## config.mk

```make
export PLATFORM = sky130hd
export DESIGN_NAME = mem_access_ctrl
export DESIGN_NICKNAME = d
export VERILOG_FILES = /design/src/rtl/mem_access_ctrl_pkg.sv /design/src/rtl/mem_access_ctrl_load_align.sv /design/src/rtl/mem_access_ctrl.sv
export SDC_FILE = /design/constraint.sdc
export NUM_CORES = 1
export LEC_CHECK = 0
export ABC_AREA = 1
export BUFFER_PORTS_ARGS = -buffer_cell sky130_fd_sc_hd__buf_2
export CAP_MARGIN = 20
export CORE_MARGIN = 2
export CORE_UTILIZATION = 50
export CTS_CLUSTER_SIZE = 14
export DETAILED_ROUTE_END_ITERATION = 7
export MAX_ROUTING_LAYER = met4
export PLACE_DENSITY = 0.9
export RECOVER_POWER = 50
export SYNTH_ARGS = -nofsm -noshare
export SYNTH_HDL_FRONTEND = slang
export SYNTH_SLANG_ARGS = --single-unit
```

## constraint.sdc

```tcl
create_clock -name clk -period 4.6 [get_ports clk]
set_input_delay 0.92 -clock clk [delete_from_list [all_inputs] [get_ports clk]]
set_output_delay 0.92 -clock clk [all_outputs]
set_load 0.05 [all_outputs]
```

## src/rtl/mem_access_ctrl_pkg.sv

```systemverilog
// Shared memory-stage defines: ALU op codes, FSM states, bus sizes.
// Helper functions classify ops and build store lanes.
package mem_access_ctrl_pkg;

  localparam logic [7:0] EXE_LB_OP  = 8'b1110_0000;
  localparam logic [7:0] EXE_LH_OP  = 8'b1110_0001;
  localparam logic [7:0] EXE_LW_OP  = 8'b1110_0011;
  localparam logic [7:0] EXE_LBU_OP = 8'b1110_0100;
  localparam logic [7:0] EXE_LHU_OP = 8'b1110_0101;
  localparam logic [7:0] EXE_SB_OP  = 8'b1110_1000;
  localparam logic [7:0] EXE_SH_OP  = 8'b1110_1001;
  localparam logic [7:0] EXE_SW_OP  = 8'b1110_1011;

  typedef enum logic [1:0] {
    MEM_IDLE = 2'd0,
    MEM_REQ  = 2'd1,
    MEM_WAIT = 2'd2,
    MEM_DONE = 2'd3
  } mem_state_t;

  localparam logic [1:0] SIZE_B = 2'd0;
  localparam logic [1:0] SIZE_H = 2'd1;
  localparam logic [1:0] SIZE_W = 2'd2;

  function automatic logic is_load_op(input logic [7:0] op);
    return op inside {EXE_LB_OP, EXE_LBU_OP, EXE_LH_OP,
                      EXE_LHU_OP, EXE_LW_OP};
  endfunction

  function automatic logic is_mem_op(input logic [7:0] op);
    return is_load_op(op) |
           (op inside {EXE_SB_OP, EXE_SH_OP, EXE_SW_OP});
  endfunction

  function automatic logic [1:0] op_size(input logic [7:0] op);
    logic [1:0] s;
    s = SIZE_W;
    case (op)
      EXE_LB_OP, EXE_LBU_OP, EXE_SB_OP: s = SIZE_B;
      EXE_LH_OP, EXE_LHU_OP, EXE_SH_OP: s = SIZE_H;
      default: s = SIZE_W;
    endcase
    return s;
  endfunction

  function automatic logic [31:0] store_lanes(
    input logic [7:0]  op,
    input logic [31:0] d
  );
    logic [31:0] w;
    w = d;
    case (op)
      EXE_SB_OP: w = {4{d[7:0]}};
      EXE_SH_OP: w = {2{d[15:0]}};
      default:   w = d;
    endcase
    return w;
  endfunction

endpackage

```

## src/rtl/mem_access_ctrl_load_align.sv

```systemverilog
// Load lane select and sign/zero extension (combinational).
// Ports: op, addr_lo[1:0], raw word in; extended value out.
module load_align
  import mem_access_ctrl_pkg::*;
(
  input  logic [7:0]  op,
  input  logic [1:0]  addr_lo,
  input  logic [31:0] raw,
  output logic [31:0] value
);

  logic [7:0]  b;
  logic [15:0] h;

  always_comb begin
    unique case (addr_lo)
      2'd0: b = raw[7:0];
      2'd1: b = raw[15:8];
      2'd2: b = raw[23:16];
      2'd3: b = raw[31:24];
    endcase
    h = addr_lo[1] ? raw[31:16] : raw[15:0];
    case (op)
      EXE_LB_OP:  value = {{24{b[7]}}, b};
      EXE_LBU_OP: value = {24'd0, b};
      EXE_LH_OP:  value = {{16{h[15]}}, h};
      EXE_LHU_OP: value = {16'd0, h};
      default:    value = raw;
    endcase
  end

endmodule

```

## src/rtl/mem_access_ctrl.sv

```systemverilog
// Memory-stage controller: drives the SRAM-like data bus with one
// outstanding access, aligns load data and stalls F..M while busy.
// Ports: pipeline inputs (inst_valid, alucontrol, addr, store_data,
// addr_error, exception_flush, stall_next), data_* bus, load_result,
// result_valid, mem_stall.
module mem_access_ctrl
  import mem_access_ctrl_pkg::*;
#(
  parameter bit ALIGN_ADDR = 1'b0
)
(
  input  logic        clk,
  input  logic        rst,
  input  logic        inst_valid,
  input  logic [7:0]  alucontrol,
  input  logic [31:0] addr,
  input  logic [31:0] store_data,
  input  logic        addr_error,
  input  logic        exception_flush,
  input  logic        stall_next,
  output logic        data_req,
  output logic        data_wr,
  output logic [1:0]  data_size,
  output logic [31:0] data_addr,
  output logic [31:0] data_wdata,
  input  logic        data_addr_ok,
  input  logic        data_data_ok,
  input  logic [31:0] data_rdata,
  output logic [31:0] load_result,
  output logic        result_valid,
  output logic        mem_stall
);

  mem_state_t  state;
  logic        discard;
  logic [31:0] held;

  logic        mem_op;
  logic        ld_op;
  logic        start;
  logic        req;
  logic        fin;
  logic        give;
  logic [1:0]  size;
  logic [31:0] aligned;
  logic [31:0] bus_addr;

  assign mem_op = is_mem_op(alucontrol);
  assign ld_op  = is_load_op(alucontrol);
  assign size   = op_size(alucontrol);

  // rst gate keeps every output low while reset is held
  assign start = ~rst & inst_valid & mem_op & ~addr_error &
                 ~exception_flush & (state == MEM_IDLE);
  assign req   = start | (state == MEM_REQ);
  // data returned for a live (not discarded) access
  assign fin   = (state == MEM_WAIT) & data_data_ok & ~discard;
  assign give  = fin & ~exception_flush & ~stall_next;

  load_align u_align (
    .op      (alucontrol),
    .addr_lo (addr[1:0]),
    .raw     (data_rdata),
    .value   (aligned)
  );

  always_comb begin
    bus_addr = addr;
    if (ALIGN_ADDR && size == SIZE_W) bus_addr[1:0] = 2'b00;
    else if (ALIGN_ADDR && size == SIZE_H) bus_addr[0] = 1'b0;
  end

  assign data_req   = req;
  assign data_wr    = req & ~ld_op;
  assign data_size  = req ? size : 2'd0;
  assign data_addr  = req ? bus_addr : 32'd0;
  assign data_wdata = req ? store_lanes(alucontrol, store_data) : 32'd0;

  assign result_valid = give |
                        ((state == MEM_DONE) & ~exception_flush);

  always_comb begin
    load_result = 32'd0;
    if (give) load_result = ld_op ? aligned : 32'd0;
    else if (state == MEM_DONE && !exception_flush) load_result = held;
  end

  assign mem_stall = start | (state == MEM_REQ) |
                     ((state == MEM_WAIT) & ~fin);

  always_ff @(posedge clk or posedge rst) begin
    if (rst) begin
      state   <= MEM_IDLE;
      discard <= 1'b0;
      held    <= 32'd0;
    end else begin
      unique case (state)
        MEM_IDLE: begin
          if (start) state <= data_addr_ok ? MEM_WAIT : MEM_REQ;
        end
        MEM_REQ: begin
          if (exception_flush) discard <= 1'b1;
          if (data_addr_ok) state <= MEM_WAIT;
        end
        MEM_WAIT: begin
          if (data_data_ok) begin
            discard <= 1'b0;
            if (discard | exception_flush | ~stall_next) begin
              state <= MEM_IDLE;
            end else begin
              state <= MEM_DONE;
              held  <= ld_op ? aligned : 32'd0;
            end
          end else if (exception_flush) begin
            discard <= 1'b1;
          end
        end
        MEM_DONE: begin
          if (exception_flush | ~stall_next) state <= MEM_IDLE;
        end
        default: state <= MEM_IDLE;
      endcase
    end
  end

endmodule

```

==> impl_metrics.yaml <==
critical_path:
  critPathMaxStageDelay_ns: 0.46
  timing.rr.start: "state[0]"
  critical_path_class: "input pin to output pin"
  cp.arrival_ns: 2.91
  crit_buf_inv: 5
  r2r_end: "held[0]"
  worst_path_max_delay_cell: "inv_4"
  path_max_fanout: 51
  cp_cell_sequence: "buf_2, nand2_1, inv_1, nand2_1, nor2_1, nand2_1, buf_4, nand3_1, nand3_4, nand2_4, inv_4, nand2_1, buf_2"
  rr_worst_depth: 7
  setup.worst_path.end_class: "output pin"
  worstSetupStartpointType: "input pin"
  rrSetupSlack_ns: 1.17
  required_ns: 3.68
  cp_common_cell: "nand2_1"
  crit_family: "buffers and inverters"
sta:
  worst_pin_slew_ns: 1.95
  holdWs_ns: 0.483
  layout_setup_ws_ns: 0.766
  finalSetupViolations: 0
  hold_violations: 0
  maxSlewViolCount: 70
  period_share_pct: 83.3
  rsz0062_at_grt: "no"
  fmax_mhz: 261
  skew_ns: 0.00921
  fin_crit_ns: 3.83
  final.setup.tns_ns: 0
  slew_headroom_pct: -30.2
die:
  die_y_um: 92.2
  fp-row-count: 32
  io_pins: 214
  dieArea_sq_mm: 0.00850
  die_w_um: 92.2
  coreArea_sq_mm: 0.00765
  floorplan.initialDensity_pct: 50.8
worst_hold_path:
  min_to: "held[9]"
  min-delay-start: "held[9]"
  min_path_cells: 2
  min_path_type: "register to register"
drt:
  viasPerCell: 5.20
  ant_nets: 0
  via_count: 4961
  wl_um: 12900
  detail_route.first_pass.iterations: 6
  drcViolationCount: 0
  wl_per_cell_um: 13.5
  drt-initial-drc-count: 530
cts:
  cts.sinks: 35
  clkTransAtPathRegs_ns: 0.07
  clk-insertion-delay-late_ns: 0.29
  cts_made_buffers: 5
  cts_tree: "built"
  cts_root_buffer: "clkbuf_8"
  cts_setup_buffers: 0
  post_cts_resized: 0
  h-tree-depth: 2
  hold_buffers: 0
  clockBufferDepth: 2
pwr:
  leakage_nw: 3.13
  ir_drop_v: 0.000177
  p_total_w: 0.00159
  power_density_mw_per_mm2: 317
yosys:
  netlist_area_sq_mm: 0.00389
  syn_inst: 663
  synth_area_per_cell_sq_um: 5.86
  synthDistinctLibCells: 36
  ys_seq_elements: 35
  ys_seq_area_share_pct: 22.5
  yosys_warnings: 0
  syn_nets: 780
global_route:
  grt_antenna_before_repair: 0
  grtUsageTotal_pct: 30.4
  grt_max_degree: 52
  grt_pass1_vias: 4309
  grt_pass1_wl_um: 20400
  gr-total-overflow: 0
placed_design:
  port_buffers: 213
  dpl.hpwl_um: 9980
  gp_congestion: 1.00
  dp_slack_ns: 0.848
run:
  cap_violations: 2
finish:
  antenna_cells: 0
  area_growth_pct: 28.6
  nets: 968
  drive_above_1_share_pct: 29.9
  n_fill_cell: 732
run_status:
  outcome: "complete, but fails checks"
  violations: "max-capacitance violations, max-slew violations"
==> cell families (layout without fill, tap and decap cells) <==
| kind of cell | count (synthesis) | after routing | synth area share (%) |
|---|---|---|---|
| simple gates | 393 | 393 | 45.7 |
| fa+ha+maj | 5 | 5 | 1.61 |
| compound gates | 90 | 90 | 14.5 |
| flops | 35 | 35 | 22.5 |
| buf+inv | 140 | 329 | 15.6 |
==> how the worst max path moves through the flow <==
| stage | cells after the start | end | slack [ns] | startpoint |
|---|---|---|---|---|
| 2_1_floorplan | 10 | data_wdata[12] | 0.99 | alucontrol[0] |
| 3_3_place_gp | 13 | mem_stall | 0.91 | alucontrol[7] |
| 3_5_place_dp | 13 | mem_stall | 0.85 | alucontrol[7] |
| 4_1_cts | 13 | mem_stall | 0.84 | alucontrol[7] |
| 5_1_grt | 13 | mem_stall | 0.58 | alucontrol[6] |
| 6_report | 13 | mem_stall | 0.77 | alucontrol[6] |
==> flip-flops by register name, summed over array words and instances (netlist names) <==
signal / cells
held: 32
discard: 1
state: 2
==> cells in the final DEF, fill, tap and decap left out, types with 5 or more instances in the layout <==
cell / Yosys / layout
buf_2: 7 / 197
nand2_1: 187 / 187
nand3_1: 111 / 112
inv_1: 94 / 94
nor2_1: 54 / 54
o21ai_0: 45 / 45
dfrtp_1: 35 / 35
nor2_2: 22 / 22
o211ai_1: 20 / 20
clkbuf_1: 17 / 18
o21a_1: 10 / 10
a22oi_1: 8 / 8
or2_2: 7 / 7
ha_1: 5 / 5
clkbuf_8: 0 / 5
buf_4: 0 / 5
==> worst reg2reg max path: stages (launching register included) <==
cell,delay [ns]
dfrtp_1,0.39
inv_1,0.09
ha_1,0.27
nand4_1,0.13
clkbuf_1,1.10
inv_1,0.92
nand3_1,0.32
nand2_1,0.09
==> Yosys cell counts <==
cell type / n / share of area (%)
inv_1: 94 / 9.1
nor4_2: 2 / 0.64
a31oi_1: 1 / 0.16
nand3_1: 111 / 14
nand2_2: 1 / 0.16
o21ai_4: 1 / 0.42
nand4_1: 1 / 0.16
o22ai_1: 1 / 0.16
nand4_4: 1 / 0.55
nand2_1: 187 / 18
nor2_1: 54 / 5.2
a22oi_1: 8 / 1.5
a31o_2: 1 / 0.23
nor2_2: 22 / 3.5
nand3_2: 1 / 0.26
a21oi_1: 2 / 0.26
nor3_2: 1 / 0.26
inv_4: 1 / 0.16
ha_1: 5 / 1.6
nand3_4: 2 / 0.90
clkinv_1: 1 / 0.096
dfrtp_1: 35 / 23
buf_1: 6 / 0.58
o21bai_1: 1 / 0.19
o21a_1: 10 / 1.9
nand2_4: 1 / 0.29
or2_1: 1 / 0.16
o21ai_0: 45 / 5.8
o211ai_1: 20 / 3.9
buf_2: 7 / 0.90
clkbuf_1: 17 / 1.6
or2_2: 7 / 1.1
nor3_1: 1 / 0.13
clkinv_2: 1 / 0.13
buf_6: 9 / 2.6
inv_2: 4 / 0.39
==> where the power goes <==
part / total [W] / switching (W) / internal [W]
sequential: 0.000342 / 0.0000159 / 0.000326
combinational: 0.000959 / 0.000752 / 0.000207
clock: 0.000285 / 0.000123 / 0.000161
total: 0.00159 / 0.000891 / 0.000694
==> final cells by class <==
cell class,instances,area [sq um],area share [%]
clock buffer,5,68.8,1.38
clock inverter,3,43.8,0.876
inverter,101,383,7.66
multi-input combinational,488,2410,48.2
sequential,35,876,17.5
tap,102,128,2.55
timing repair buffer,220,1090,21.8
==> per-layer routing <==
metal	vias to the layer above	routed length [um]	share of wire [%]	global-route usage [%]
met2	252	6170	48	50.0
met5	-	0	0	-
met1	2188	5310	41	38.9
li1	2484	-	-	-
met4	0	391	3.0	8.96
met3	37	1020	7.9	4.60
==> metrics by stage <==
step / cell area [sq um] / std cells / util (%)
floorplan: 3890 / 663 / -
global placement: 4920 / 946 / 64.3
detailed placement: 4920 / 946 / 64.3
CTS: 5030 / 954 / 65.8
global route: 5000 / 954 / 65.4
finish: 5000 / 954 / 65.4
Power figures use the tool's default switching activity.
